## src/rtl/lfsr_rng.sv

```systemverilog
// -----------------------------------------------------------------------------
// lfsr_rng : parametrised Galois-LFSR pseudo-random sample source.
//
// The LFSR advances one step per cycle while en is high. Every STEPS steps the
// post-step state's OUT_BITS LSBs are captured into an output register and
// offered on a valid/ready port. A runtime seed can be loaded, and an all-zero
// state (which would lock a Galois LFSR forever) is replaced by SEED.
//
// Handshake: rnd_data is held stable while rnd_valid is high. A transfer
// happens on any rising clk edge where rnd_valid and rnd_ready are both high.
// A new sample arriving while the held sample is not being taken is dropped
// and counted in overrun.
//
// Ports:
//   clk, reset   clock, synchronous active-high reset
//   en           advance the LFSR one step this cycle
//   seed_load    load seed_in into the state (takes priority over en)
//   seed_in      seed value; zero is replaced by SEED and flagged on lockup
//   rnd_data     sample payload (OUT_BITS wide)
//   rnd_valid    sample available
//   rnd_ready    consumer accepts the sample
//   lockup       one-cycle pulse: an all-zero state was replaced by SEED
//   overrun      saturating count of dropped samples, cleared only by reset
//   state_out    current LFSR state (debug)
// -----------------------------------------------------------------------------
module lfsr_rng #(
   parameter int                WIDTH    = 13,
   parameter logic [WIDTH-1:0]  TAPS     = 13'h100D,
   parameter logic [WIDTH-1:0]  SEED     = 13'h0001,
   parameter int                OUT_BITS = 5,
   parameter int                STEPS    = 1
) (
   input  logic                clk,
   input  logic                reset,
   input  logic                en,
   input  logic                seed_load,
   input  logic [WIDTH-1:0]    seed_in,
   output logic [OUT_BITS-1:0] rnd_data,
   output logic                rnd_valid,
   input  logic                rnd_ready,
   output logic                lockup,
   output logic [7:0]          overrun,
   output logic [WIDTH-1:0]    state_out
);

   localparam int CNT_W = (STEPS > 1) ? $clog2(STEPS) : 1;
   localparam logic [CNT_W-1:0] CNT_LAST = CNT_W'(STEPS - 1);

   logic [WIDTH-1:0]    state_q, state_d;
   logic [CNT_W-1:0]    cnt_q, cnt_d;
   logic [OUT_BITS-1:0] data_q, data_d;
   logic                valid_q, valid_d;
   logic                lockup_q, lockup_d;
   logic [7:0]          overrun_q, overrun_d;

   logic [WIDTH-1:0]    step_val;
   logic                sample_pt;
   logic                xfer;

   // Galois step: shift right, fold the taps in when the bit shifted out is 1.
   assign step_val = (state_q >> 1) ^ (state_q[0] ? TAPS : '0);
   assign xfer     = valid_q & rnd_ready;

   always_comb begin
      state_d   = state_q;
      cnt_d     = cnt_q;
      lockup_d  = 1'b0;
      sample_pt = 1'b0;

      if (seed_load) begin
         // A seed load never steps and never produces a sample.
         cnt_d = '0;
         if (seed_in == '0) begin
            state_d  = SEED;
            lockup_d = 1'b1;
         end else begin
            state_d = seed_in;
         end
      end else if (state_q == '0) begin
         // Defensive recovery: zero is a fixed point of the step function.
         state_d  = SEED;
         lockup_d = 1'b1;
      end else if (en) begin
         state_d = step_val;
         if (cnt_q == CNT_LAST) begin
            cnt_d     = '0;
            sample_pt = 1'b1;
         end else begin
            cnt_d = cnt_q + 1'b1;
         end
      end
   end

   always_comb begin
      data_d    = data_q;
      valid_d   = valid_q;
      overrun_d = overrun_q;

      if (sample_pt) begin
         if (valid_q && !rnd_ready) begin
            // Held sample not taken: keep it, drop the new one.
            if (overrun_q != 8'hFF) begin
               overrun_d = overrun_q + 8'd1;
            end
         end else begin
            // Either the slot is empty or it empties this edge.
            data_d  = step_val[OUT_BITS-1:0];
            valid_d = 1'b1;
         end
      end else if (xfer) begin
         valid_d = 1'b0;
      end
   end

   always_ff @(posedge clk) begin
      if (reset) begin
         state_q   <= SEED;
         cnt_q     <= '0;
         data_q    <= '0;
         valid_q   <= 1'b0;
         lockup_q  <= 1'b0;
         overrun_q <= 8'd0;
      end else begin
         state_q   <= state_d;
         cnt_q     <= cnt_d;
         data_q    <= data_d;
         valid_q   <= valid_d;
         lockup_q  <= lockup_d;
         overrun_q <= overrun_d;
      end
   end

   assign rnd_data  = data_q;
   assign rnd_valid = valid_q;
   assign lockup    = lockup_q;
   assign overrun   = overrun_q;
   assign state_out = state_q;

endmodule

```

## config.mk

```make
export PLATFORM = sky130hd
export DESIGN_NAME = lfsr_rng
export DESIGN_NICKNAME = d
export VERILOG_FILES = /design/src/rtl/lfsr_rng.sv
export SDC_FILE = /design/constraint.sdc
export NUM_CORES = 1
export LEC_CHECK = 0
export BUFFER_PORTS_ARGS = -buffer_cell sky130_fd_sc_hd__buf_2
export CORE_AREA = 2 2 76 78
export DETAILED_ROUTE_END_ITERATION = 10
export DIE_AREA = 0 0 78 80
export GPL_ROUTABILITY_DRIVEN = 1
export GPL_TIMING_DRIVEN = 0
export REMOVE_ABC_BUFFERS = 1
export SYNTH_ARGS = -nofsm -noshare
export SYNTH_HDL_FRONTEND = slang
export SYNTH_SLANG_ARGS = --single-unit
```

## constraint.sdc

```tcl
create_clock -name clk -period 4.31 [get_ports clk]
set_clock_uncertainty 0.15 [all_clocks]
set_input_delay 0.6465 -clock clk [delete_from_list [all_inputs] [get_ports clk]]
set_output_delay 0.6465 -clock clk [all_outputs]
set_load 0.01 [all_outputs]
```

# After elaboration in Yosys (flattened, before gate mapping)
# Index checks and enable logic that the tools add are counted.
# totals
wordCells	41
in_bits	18
out_inout_bits	28
regBits	29
# op_classes
add_sub_neg	2
reduce_logical	11
n_bitwise	4
muxes	16
n_eq_ne	2
# ops
operator	count
$mux 13	5
$logic_not 13->1	2
$xor 12x13->13	1
$mux 1	11
$add 8x1->8 const B	1
$ne 8x8->1 const B	1
$reduce_and 2->1	3
$reduce_and 3->1	1
$reduce_bool 3->1	1
$ne 2x2->1 const B	1
$not 1->1	2
$reduce_bool 2->1	1
$reduce_or 2->1	1
$add 1x1->1 const B	1
$and 1x1->1	1
$logic_and 1x1->1	1
$logic_not 1->1	1

# Longest topological paths before layout
# depth
depth_word	6
mapped_depth	8
ltp_nobuf	6

# Worst setup path before layout
# No wires, ideal clock.
# synth_timing
kind	register to register
start	register state_q[0] (netlist: state_out[0])
end	register overrun_q[0] (netlist: overrun[0])
n_path_buf	1
arrival_ps	1692
path_slack_ps	2344
period_less_slack_ps	1966
path_stages_with_launch	8
t_required_ps	4037
setup_time_ps	123
cell_sequence	dfxtp_1 inv_1 ha_1 nor4b_2 and3_1 buf_6 nor4_4 mux2_1
# synth_via
elab_chain_cells	4
# synth_lines
item	line	text
start: declaration	49	logic [WIDTH-1:0] state_q, state_d;
start signal: assignment	124	state_q <= state_d;
$logic_not 13->1	79	end else if (state_q == '0) begin
$mux 1	79	
$mux 1	70	if (seed_load) begin
$reduce_and 3->1 (no source line)	-	
end signal: assignment	129	overrun_q <= overrun_d;
end: declaration	54	logic [7:0] overrun_q, overrun_d;
# No other way between the ends.
# A chain may end at the register's enable or synchronous reset.

# Worst setup path after layout
# layout_timing
start	register state_q[0] (netlist: state_out[0])
end	register data_q[1] (netlist: rnd_data[1])
# layout_via
elab_chain_cells	4
# layout_lines
item	line	text
$logic_not 13->1	79	
$mux 1	79	
$mux 1	70	
$reduce_and 2->1 (no source line)	-	
end signal: assignment	126	data_q <= data_d;
end: declaration	51	logic [OUT_BITS-1:0] data_q, data_d;
# No other way between the ends.

==> results summary <==
The flow ran to the end, and the final reports show no timing, DRC or antenna violations. Counting every sink on the clock net gives 28. The hold path depth came out at 2. The fmax came out at 436 MHz. The clock slew seen by the registers of the worst setup and hold paths came out at 0.09 ns. The synthesized area came out at roughly 0.0016 mm2.

The final critical delay including setup and external delays came out at roughly 2.3 ns. Across every metal layer, demand over resource in global routing totals between 10% and 20%. The finished layout cell area came out at 0.00181 mm2. TritonCTS built the clock tree. The number of inserted diodes came out at 0.

Counting cells, the worst reg-to-reg path comes to 7. Once the floorplan was initialized, standard cells occupied 29.3% of the core. The worst endpoint required time came out at 4.37 ns. The number of register bits inferred by synthesis is 28.

In this run the critical register-to-register path is captured at rnd_data[1]. The count of filler cells inserted in the layout came out at 579. By instance count, the leading cell after synthesis is dfxtp_1.

The met2 layer wire length in the routed design is 1640 um. The element type at the critical path end is a flip-flop. The clock network fraction of total power is 27.1%. The static power due to leakage came out at between 0.0007 and 0.0008 uW.

Of the cells placed in the final design, the portion with a size suffix greater than 1 is slightly above 30%. Row generation in the floorplan step produced 27 rows. The register-to-register path setup slack is 2.01 ns. CTS built an H-tree with a depth of 1. The worst setup path is launched from a flip-flop.

At the end of routability-driven placement, the weighted congestion stood at between 0.7 and 0.8. The count of pins on the block boundary came out at 46. The later-pin clock latency in the skew report is 0.27 ns. The global-route wire length before repair came out at slightly below 6000 um. The worst pin sits at a relative slew slack of 57.1%. The detailed-route wire length came out at 3690 um. The cell area after placement is 0.00177 mm2. The share of the synthesized area in the top cell type came out at around 35%. The worst endpoint data arrival time is 2.35 ns. The number of global-route vias before repair came out at about 1200. The total internal power is 379 uW.

The met1 wire length came out at 1850 um. The top cell type by total area after synthesis is dfxtp_1. The number of distinct library cells after synthesis came out at 44.

The die area came out at around 0.0062 mm2. Cells fill 33.6% of the core in the end. Clock tree synthesis inserted a total of 3 buffers. In this run the critical register-to-register path is launched from state_out[0]. The number of enable-type register cells in the synthesized netlist came out at 0. In the post-route analysis, the smallest setup slack over all paths is 2.01 ns. Buffers added to address setup during post-CTS repair amount to 0.

The worst hold margin is ~0.33 ns. The number of buffers added on ports is 45. The Yosys warning count came out at 0. Entering global routing, the biggest net connects 37 pins. In this run, post-CTS hold repair placed 0 buffers. The DRC violation count after routing came out at 0. The top flip-flop cell by instance count after synthesis is dfxtp_1. The worst slack after detailed placement came out at slightly above 2 ns. The final-layout setup total negative slack came out at 0 ns. The fraction of the cycle the final worst path needs is a little over half. Power spread over the standard cell area amounts to 292 mW/mm2. After global routing the overflow that remains totals 0. The multi-input gate area in the final layout came out at 875 um2. The highest signal layer in the routed design is met4.

The area growth from synthesis to layout is 14.6%. The path with the worst hold slack has its endpoint at rnd_data[1]. In the final layout, flip-flops and latches occupy 561 um2.

The number of maximum-capacitance constraint violations is 0. In the routed layout, each cell is associated on average with a via count of 5.01. The overall via count from detail_route came out at 1373. The path category of the worst min-delay check is reg -> reg. Sequential cells burn 54.1% of the power. After floorplanning, the core was sized to cover ~0.0054 mm2. The synthesized netlist cell count came out at 175. The hold violation total from the final report came out at 0.

The critical path in this run is classified as reg -> reg. Once detail routing completed, the nets flagged for antenna violations numbered 0. A synthesized cell averages between 9 and 10 um2. In the synthesized netlist the async set-or-reset flop fraction comes to 0%.

After the first detailed-routing iteration, the DRC count stood at 78. The die is around 78 um wide. The register area share after synthesis came out at a little over a third.

Summed over all nets, wire length on met3 after detailed routing comes to between 150 and 200 um. The worst hold path begins at rnd_data[1]. The height of the chip came out at 80 um. The maximum net fanout on the critical path is 14. The share of total power dissipated in combinational logic is 18.8%.

The initial antenna violation count came out at 0. The maximum clock path buffer count came out at 2. The net switching component of the power came out at 151 uW. The actual transition at the worst max-transition pin is 0.644 ns. The number of pins with negative max-slew slack in the final report is 0. The layout net count came out at 224.

Once the clock tree was built, the resizer swapped 0 gates to a different size. After synthesis, the cell types taking the most area are dfxtp_1, nand2b_1, buf_4. Setup repair after global routing left no endpoint under its margin.

Setup violations remaining at the end of the flow were counted as 0. Ranked by instance count, the synthesized netlist is headed by dfxtp_1, nor2_1, nand2b_1, nor3_1, buf_4. The first-pass iteration count of the detailed router came out at 4.

The net switching share of the total power came out at 28.4%. The HPWL after detailed placement came out at 2710 um. The wire length per cell came out at between 10 and 15 um. The peak supply drop is roughly 0.0001 V. The clock tree root buffer cell is clkbuf_8.
-- power by group through the flow --
stage	logic (uW)	registers, uW	clock network (uW)
finish	99.6	287	143
CTS	101	287	149
global route	110	289	160
detailed placement	101	293	0
floorplan	49.3	297	0
global placement	97.1	293	0
-- registers in the layout (all words and copies together), names as in the netlist --
signal / flops
overrun: 8
lockup: 1
rnd_data: 5
rnd_valid: 1
state_out: 13
-- layout by cell type, fill, tap and decap left out, types with 2 or more instances in the layout --
cell       n
nor4_1     2
nor2_1    17
mux2i_1    6
a211oi_2   2
nor2b_1    3
mux2_4     2
a211oi_1   3
or4_1      2
nor3_1    13
nand2_1    6
ha_1       2
dfxtp_1   28
o31ai_1    2
nand3_1    3
inv_1      3
clkbuf_8   3
a22oi_1   10
a21oi_1    5
xnor2_1    2
buf_2     45
a31oi_1    3
nor4_2     2
and3_1     3
nand2b_1  15
-- layout make-up --
type,instances,area share (%)
multi-input cells,122,48.2
well taps,72,4.97
inverters,3,0.621
repair buffers,46,13.0
flip-flops and latches,28,30.9
clock buffers,3,2.28
-- cell families (layout without fill, tap and decap cells) --
| logic type | Yosys count | count (layout) | share of synthesized area, % |
|---|---|---|---|
| AO/OA/AOI/OAI | 32 | 32 | 14.7 |
| XOR/XNOR | 2 | 2 | 1.11 |
| adder cells (fa/ha/maj) | 2 | 2 | 1.58 |
| buffers and inverters | 25 | 52 | 9.72 |
| flip-flops | 28 | 28 | 35.4 |
| multiplexers | 9 | 9 | 6.40 |
| AND/OR/NAND/NOR | 77 | 77 | 31.1 |
-- through the flow --
step,cells,power [uW]
3_3_place_gp,270,390
6_report,274,530
5_1_grt,274,558
2_1_floorplan,153,346
4_1_cts,274,537
3_5_place_dp,271,394
-- critical path: stages, from the launching register on --
cell and delay, ns:
dfxtp_1 0.42, inv_1 0.11, ha_1 0.20, nor4b_2 0.17
a31oi_2 0.39, buf_6 0.23, and3_1 0.35, mux2i_1 0.21
-- worst max path at each step --
stage	start	to	slack, ns	cells after the start
after floorplan	state_out[0]	overrun[4]	1.63	6
after global placement	state_out[0]	overrun[4]	1.08	6
after detailed placement	state_out[0]	rnd_data[4]	2.03	7
after CTS	state_out[0]	rnd_data[1]	1.97	7
after global routing	state_out[0]	rnd_data[1]	1.89	7
final	state_out[0]	rnd_data[1]	2.01	7
-- routing by layer --
metal	vias to the layer above	GRT usage, %
li1	680	-
met1	657	16.6
met2	34	18.6
met3	2	1.92
met4	0	3.68
met5	-	0
Power figures use the tool's default switching activity.
